`src/rtl/controller_sequencer.sv`:
```
// Six-state ring-counter controller/sequencer driving a 12-bit control word.
// Define SINGLE_STEP_EN to add the STEP port; the ring and halt flag then move only on STEP=1 edges.
module controller_sequencer (
  input  logic        CLK,
  input  logic        CLR,
  input  logic [3:0]  I,
`ifdef SINGLE_STEP_EN
  input  logic        STEP,
`endif
  output logic [11:0] CON,
  output logic [5:0]  T,
  output logic        HLT
);

  typedef enum logic [5:0] {
    T1 = 6'b000001,
    T2 = 6'b000010,
    T3 = 6'b000100,
    T4 = 6'b001000,
    T5 = 6'b010000,
    T6 = 6'b100000
  } ring_t;

  localparam logic [3:0] OP_LDA = 4'b0000;
  localparam logic [3:0] OP_ADD = 4'b0001;
  localparam logic [3:0] OP_SUB = 4'b0010;
  localparam logic [3:0] OP_OUT = 4'b1110;
  localparam logic [3:0] OP_HLT = 4'b1111;

  localparam logic [11:0] W_NOP     = 12'h3E3;
  localparam logic [11:0] W_FETCH1  = 12'h5E3;
  localparam logic [11:0] W_FETCH2  = 12'hBE3;
  localparam logic [11:0] W_FETCH3  = 12'h263;
  localparam logic [11:0] W_ADDR    = 12'h1A3;
  localparam logic [11:0] W_LOAD_A  = 12'h2C3;
  localparam logic [11:0] W_LOAD_B  = 12'h2E1;
  localparam logic [11:0] W_ADD_A   = 12'h3C7;
  localparam logic [11:0] W_SUB_A   = 12'h3CF;
  localparam logic [11:0] W_OUT     = 12'h3F2;

  ring_t state, state_nxt;
  logic  hlt_nxt;
  logic  advance;

`ifdef SINGLE_STEP_EN
  assign advance = STEP;
`else
  assign advance = 1'b1;
`endif

  always_ff @(posedge CLK) begin
    if (CLR) begin
      state <= T1;
      HLT   <= 1'b0;
    end else begin
      state <= state_nxt;
      HLT   <= hlt_nxt;
    end
  end

  // A halt opcode in T4 freezes the ring at T4 instead of advancing.
  always_comb begin
    state_nxt = state;
    hlt_nxt   = HLT;
    if (advance && !HLT) begin
      if (state == T4 && I == OP_HLT) begin
        hlt_nxt = 1'b1;
      end else begin
        case (state)
          T1:      state_nxt = T2;
          T2:      state_nxt = T3;
          T3:      state_nxt = T4;
          T4:      state_nxt = T5;
          T5:      state_nxt = T6;
          default: state_nxt = T1;
        endcase
      end
    end
  end

  assign T = state;

  always_comb begin
    CON = W_NOP;
    if (!HLT) begin
      case (state)
        T1: CON = W_FETCH1;
        T2: CON = W_FETCH2;
        T3: CON = W_FETCH3;
        T4: begin
          if (I == OP_LDA || I == OP_ADD || I == OP_SUB) CON = W_ADDR;
          else if (I == OP_OUT)                          CON = W_OUT;
        end
        T5: begin
          if (I == OP_LDA)                     CON = W_LOAD_A;
          else if (I == OP_ADD || I == OP_SUB) CON = W_LOAD_B;
        end
        T6: begin
          if (I == OP_ADD)      CON = W_ADD_A;
          else if (I == OP_SUB) CON = W_SUB_A;
        end
        default: CON = W_NOP;
      endcase
    end
  end

endmodule
```
`config.mk`:
```
export PLATFORM = sky130hd
export DESIGN_NAME = controller_sequencer
export DESIGN_NICKNAME = d
export VERILOG_FILES = /design/src/rtl/controller_sequencer.sv
export SDC_FILE = /design/constraint.sdc
export NUM_CORES = 1
export LEC_CHECK = 0
export CAP_MARGIN = 20
export CELL_PAD_IN_SITES_DETAIL_PLACEMENT = 1
export CELL_PAD_IN_SITES_GLOBAL_PLACEMENT = 1
export CORE_MARGIN = 2
export CORE_UTILIZATION = 29
export CTS_CLUSTER_DIAMETER = 120
export CTS_CLUSTER_SIZE = 30
export DETAILED_ROUTE_END_ITERATION = 16
export PLACE_DENSITY_LB_ADDON = 0.12
export SYNTH_ARGS = -nofsm -noshare
export SYNTH_HDL_FRONTEND = slang
export SYNTH_SLANG_ARGS = --single-unit
```
`constraint.sdc`:
```
create_clock -name CLK -period 1.7 [get_ports CLK]
set_input_delay 0.17 -clock CLK [delete_from_list [all_inputs] [get_ports CLK]]
set_output_delay 0.17 -clock CLK [all_outputs]
set_load 0.01 [all_outputs]
```
==> impl_metrics.prom <==
# TYPE chip_impl_metric gauge
chip_impl_info{name="status",value="complete, but fails checks"} 1
chip_impl_info{name="violations",value="negative setup slack"} 1
chip_impl_metric{name="dpl.cell_count",unit=""} 153
chip_impl_metric{name="post-route-period-util",unit="%"} 118
chip_impl_metric{name="grt_start_max_net_pins",unit=""} 15
chip_impl_metric{name="num-fill-cells",unit=""} 245
chip_impl_metric{name="worst_hold_slack",unit="ps"} 620
chip_impl_metric{name="timing.final.ws_setup",unit="ps"} -307
chip_impl_metric{name="clock_tree.htree_level_count",unit=""} 1
chip_impl_metric{name="muxShareOfSynthArea",unit="%"} 0
chip_impl_metric{name="gp_congestion",unit=""} 0.822
chip_impl_metric{name="hold_buffers",unit=""} 0
chip_impl_metric{name="antenna_violations_before_repair",unit=""} 0
chip_impl_metric{name="wl_per_cell",unit="um"} 17.8
chip_impl_metric{name="area.growth.synth_to_final",unit="%"} 90.3
chip_impl_metric{name="drive_gt1_share",unit="%"} 53.3
chip_impl_metric{name="yosys.area_share.xor_xnor",unit="%"} 2.77
chip_impl_info{name="setup.worst_path.class",value="reg -> out"} 1
chip_impl_metric{name="finalInstanceArea",unit="sq um"} 1200
chip_impl_metric{name="die_area",unit="sq um"} 2570
chip_impl_metric{name="average_size_of_a_mapped_cell",unit="sq um"} 7.82
chip_impl_metric{name="finalClockSkew",unit="ps"} 2.73
chip_impl_metric{name="seq_area_frac_synth",unit="%"} 22.1
chip_impl_metric{name="count_of_distinct_cell_types_in_the_synthesized_netlist",unit=""} 39
chip_impl_info{name="timing.rr.end",value="T[0]"} 1
chip_impl_metric{name="netSwitchingFraction",unit="%"} 40.7
chip_impl_metric{name="synth_simple_gate_area_share",unit="%"} 46.2
chip_impl_metric{name="ctsLongestPathBuffers",unit=""} 2
chip_impl_metric{name="instances_no_fill",unit=""} 164
chip_impl_metric{name="report.final.setup_viol",unit=""} 10
chip_impl_info{name="timing.critical_path.to_type",value="output port"} 1
chip_impl_metric{name="share_comb_of_total_power",unit="%"} 66.5
chip_impl_metric{name="leakage",unit="nW"} 0.514
chip_impl_metric{name="postSynthNetCount",unit=""} 87
chip_impl_info{name="setup_repair_after_global_routing_missed_its_margin",value="true"} 1
chip_impl_metric{name="fmaxAchievable",unit="MHz"} 498
chip_impl_info{name="clockRootBuffer",value="sky130_fd_sc_hd__clkbuf_4"} 1
chip_impl_metric{name="clk-insertion-delay-late",unit="ps"} 260
chip_impl_info{name="regToRegStartpoint",value="T[2]"} 1
chip_impl_metric{name="final_net_count",unit=""} 144
chip_impl_info{name="holdPathEnd",value="T[1]"} 1
chip_impl_metric{name="die_height",unit="um"} 50.7
chip_impl_metric{name="vias",unit=""} 875
chip_impl_info{name="tritoncts",value="built"} 1
chip_impl_metric{name="drt_iter0_markers",unit=""} 18
chip_impl_metric{name="cell_internal_pwr",unit="mW"} 0.687
chip_impl_metric{name="placedInstanceArea",unit="sq um"} 1070
chip_impl_info{name="synth_top_family_by_area",value="simple AND/OR/NAND/NOR gates"} 1
chip_impl_metric{name="io_pins",unit=""} 25
chip_impl_metric{name="share_of_the_synthesized_area_in_compound_gates_ao_oa_aoi_oai",unit="%"} 25.1
chip_impl_info{name="min-delay-start",value="CLR"} 1
chip_impl_metric{name="post-dp-hpwl",unit="mm"} 1.90
chip_impl_metric{name="synth-adder-area-share",unit="%"} 0
chip_impl_metric{name="pwr_density_cell",unit="nW/um^2"} 960
chip_impl_metric{name="timing_worst_slew_pin_value",unit="ps"} 413
chip_impl_metric{name="design_power_total",unit="mW"} 1.16
chip_impl_metric{name="vias_per_cell",unit=""} 5.34
chip_impl_metric{name="chipWidth",unit="um"} 50.7
chip_impl_metric{name="yosysWarnings",unit=""} 0
chip_impl_metric{name="clk_sinks",unit=""} 7
chip_impl_metric{name="min_path_cells",unit=""} 2
chip_impl_metric{name="grt_first_pass_wirelength",unit="mm"} 4.77
chip_impl_metric{name="drt_drc",unit=""} 0
chip_impl_metric{name="cp.arrival",unit="ps"} 1840
chip_impl_metric{name="seqPwrFrac",unit="%"} 20.3
chip_impl_metric{name="share_clk_of_total_power",unit="%"} 13.1
chip_impl_metric{name="clkTransAtPathRegs",unit="ps"} 50
chip_impl_metric{name="worst-path-max-fanout",unit=""} 5
chip_impl_metric{name="initial_core_util",unit="%"} 31.6
chip_impl_metric{name="detail_route.wirelength",unit="mm"} 2.92
chip_impl_info{name="worst_setup_path_start_kind",value="register"} 1
chip_impl_metric{name="netSwitchingPower",unit="mW"} 0.470
chip_impl_metric{name="numPortBuffers",unit=""} 24
chip_impl_metric{name="drtPass1Iterations",unit=""} 4
chip_impl_metric{name="setup_total_negative_slack",unit="ps"} -1880
chip_impl_metric{name="r2r_cells",unit=""} 5
chip_impl_metric{name="core_region_area",unit="sq um"} 2000
chip_impl_metric{name="cts_inserted_buffers",unit=""} 3
chip_impl_metric{name="synth.ff_latch_count",unit=""} 7
chip_impl_metric{name="worstPathRequired",unit="ps"} 1530
chip_impl_metric{name="finalHoldViolCount",unit=""} 0
chip_impl_metric{name="peakVddDrop",unit="V"} 0.000947
chip_impl_info{name="worst_min_delay_path_class",value="in -> reg"} 1
chip_impl_metric{name="final_max_slew_viol_count",unit=""} 0
chip_impl_metric{name="grt_usage",unit="%"} 25.2
chip_impl_metric{name="syn_inst",unit=""} 81
chip_impl_metric{name="final_min_period",unit="ps"} 2010
chip_impl_metric{name="antenna_violating_nets_post_route",unit=""} 0
chip_impl_metric{name="slew_headroom",unit="%"} 72.1
chip_impl_metric{name="ff2ff_setup_slack",unit="ps"} 110
chip_impl_metric{name="grt.overflow.total",unit=""} 0
chip_impl_metric{name="cap_viol_max_count",unit=""} 0
chip_impl_metric{name="first_global_vias",unit=""} 965
chip_impl_metric{name="synth.cell_area",unit="sq um"} 633
chip_impl_metric{name="antenna_cells_inserted",unit=""} 0
chip_impl_metric{name="rows",unit=""} 16
-- registers in the layout, summed over array words and instances (netlist names) --
register  cells
HLT           1
T             6
-- per-layer routing --
| layer | track usage (%) | vias up | share of wire, % |
|---|---|---|---|
| li1 | - | 418 | - |
| met1 | 27.7 | 417 | 42 |
| met4 | 16.7 | 0 | 3.1 |
| met5 | 0 | - | 0 |
| met3 | 4.17 | 11 | 4.4 |
| met2 | 44.1 | 29 | 51 |
-- worst max-delay path, stage by stage, from the launching register on --
cell                        delay, ps
sky130_fd_sc_hd__dfxtp_4          360
sky130_fd_sc_hd__nor4_4           290
sky130_fd_sc_hd__buf_4            170
sky130_fd_sc_hd__nand2_4           50
sky130_fd_sc_hd__a2111oi_4        370
sky130_fd_sc_hd__o211ai_1         160
sky130_fd_sc_hd__buf_2            170
-- power groups by stage --
stage               combinational [mW]  clock [mW]  sequential [mW]
finish                           0.770       0.152            0.235
global route                     0.823       0.164            0.239
CTS                              0.693       0.158            0.235
detailed placement               0.676           0            0.232
global placement                 0.655           0            0.228
floorplan                        0.353           0            0.216
-- cell families (layout without fill, tap and decap cells) --
logic type,after synthesis,count (layout)
flip-flops,7,7
XOR/XNOR,2,2
AO/OA/AOI/OAI,21,21
AND/OR/NAND/NOR,47,47
buffers and inverters,4,60
-- how the worst max path moves through the flow --
stage	from	end	slack, ps
6_report	T[4]	CON[1]	-310
5_1_grt	T[4]	CON[1]	-380
4_1_cts	T[1]	CON[1]	-320
3_5_place_dp	T[2]	CON[1]	-370
3_3_place_gp	T[4]	CON[9]	-340
2_1_floorplan	T[1]	CON[4]	20
-- area by class of cell --
class                      count  area [sq um]  area share (%)
timing repair buffer          55           449            37.3
inverter                       1          3.75           0.312
sequential                     7           158            13.1
multi-input combinational     70           534            44.3
tap                           27          33.8            2.80
clock buffer                   4          26.3            2.18
-- cells in the mapped netlist --
master | number | area share [%]
sky130_fd_sc_hd__nand2_1 | 4 | 2.4
sky130_fd_sc_hd__and2_1 | 2 | 2.0
sky130_fd_sc_hd__nand4b_1 | 2 | 2.8
sky130_fd_sc_hd__xor2_1 | 1 | 1.4
sky130_fd_sc_hd__nand2_2 | 3 | 3.0
sky130_fd_sc_hd__a21oi_1 | 4 | 3.2
sky130_fd_sc_hd__a31o_2 | 1 | 1.4
sky130_fd_sc_hd__o21bai_1 | 1 | 1.2
sky130_fd_sc_hd__buf_1 | 1 | 0.59
sky130_fd_sc_hd__nor3_1 | 7 | 5.5
sky130_fd_sc_hd__nor2b_1 | 2 | 2.0
sky130_fd_sc_hd__o21ai_0 | 4 | 3.2
sky130_fd_sc_hd__and4_1 | 1 | 1.4
sky130_fd_sc_hd__buf_6 | 1 | 1.8
sky130_fd_sc_hd__nor4_4 | 2 | 6.7
sky130_fd_sc_hd__o311ai_0 | 1 | 1.4
sky130_fd_sc_hd__and3_1 | 1 | 0.99
sky130_fd_sc_hd__dfxtp_1 | 7 | 22
sky130_fd_sc_hd__a2111oi_4 | 1 | 4.3
sky130_fd_sc_hd__buf_2 | 1 | 0.79
sky130_fd_sc_hd__o21ai_1 | 1 | 0.79
sky130_fd_sc_hd__o21a_1 | 1 | 1.2
sky130_fd_sc_hd__or2_1 | 1 | 0.99
sky130_fd_sc_hd__nor3b_1 | 1 | 1.2
sky130_fd_sc_hd__and2b_1 | 2 | 2.4
sky130_fd_sc_hd__xnor2_1 | 1 | 1.4
sky130_fd_sc_hd__inv_2 | 1 | 0.59
sky130_fd_sc_hd__or3_1 | 1 | 0.99
sky130_fd_sc_hd__nand3b_1 | 1 | 1.2
sky130_fd_sc_hd__nor2_1 | 10 | 5.9
sky130_fd_sc_hd__nor4_1 | 1 | 0.99
sky130_fd_sc_hd__o211ai_1 | 2 | 2.4
sky130_fd_sc_hd__o31ai_1 | 1 | 1.2
sky130_fd_sc_hd__o21ba_2 | 1 | 1.6
sky130_fd_sc_hd__a31oi_1 | 1 | 0.99
sky130_fd_sc_hd__nand3_1 | 4 | 3.2
sky130_fd_sc_hd__nand2b_1 | 1 | 0.99
sky130_fd_sc_hd__a211oi_1 | 2 | 2.4
sky130_fd_sc_hd__or4_4 | 1 | 1.8
-- cell usage in the layout (no fill, tap or decap), types with 2 or more instances in the layout --
master                            count
sky130_fd_sc_hd__a211oi_1             2
sky130_fd_sc_hd__a21oi_1              4
sky130_fd_sc_hd__buf_2                8
sky130_fd_sc_hd__buf_4               28
sky130_fd_sc_hd__buf_6                7
sky130_fd_sc_hd__clkbuf_4             3
sky130_fd_sc_hd__clkdlybuf4s50_1     12
sky130_fd_sc_hd__dfxtp_2              2
sky130_fd_sc_hd__dfxtp_4              4
sky130_fd_sc_hd__nand2_1              3
sky130_fd_sc_hd__nand2_2              2
sky130_fd_sc_hd__nand2_4              2
sky130_fd_sc_hd__nand3_1              4
sky130_fd_sc_hd__nand4b_1             2
sky130_fd_sc_hd__nor2_1              10
sky130_fd_sc_hd__nor3_1               5
sky130_fd_sc_hd__nor4_4               3
sky130_fd_sc_hd__o211ai_1             2
sky130_fd_sc_hd__o21ai_0              3
-- repair_timing --
action	CTS	global route
buffers inserted	4	5
setup endpoints to repair	12	11
gates cloned	0	0
gates resized for setup	73	9
pin swaps	12	7
-- per-stage QoR --
stage,utilization (%),setup slack [ps]
5_1_grt,60.2,-376
6_report,60.2,-307
3_3_place_gp,53.3,-340
2_1_floorplan,-,22.8
4_1_cts,57.4,-320
3_5_place_dp,53.3,-373
Power figures use the tool's default switching activity.
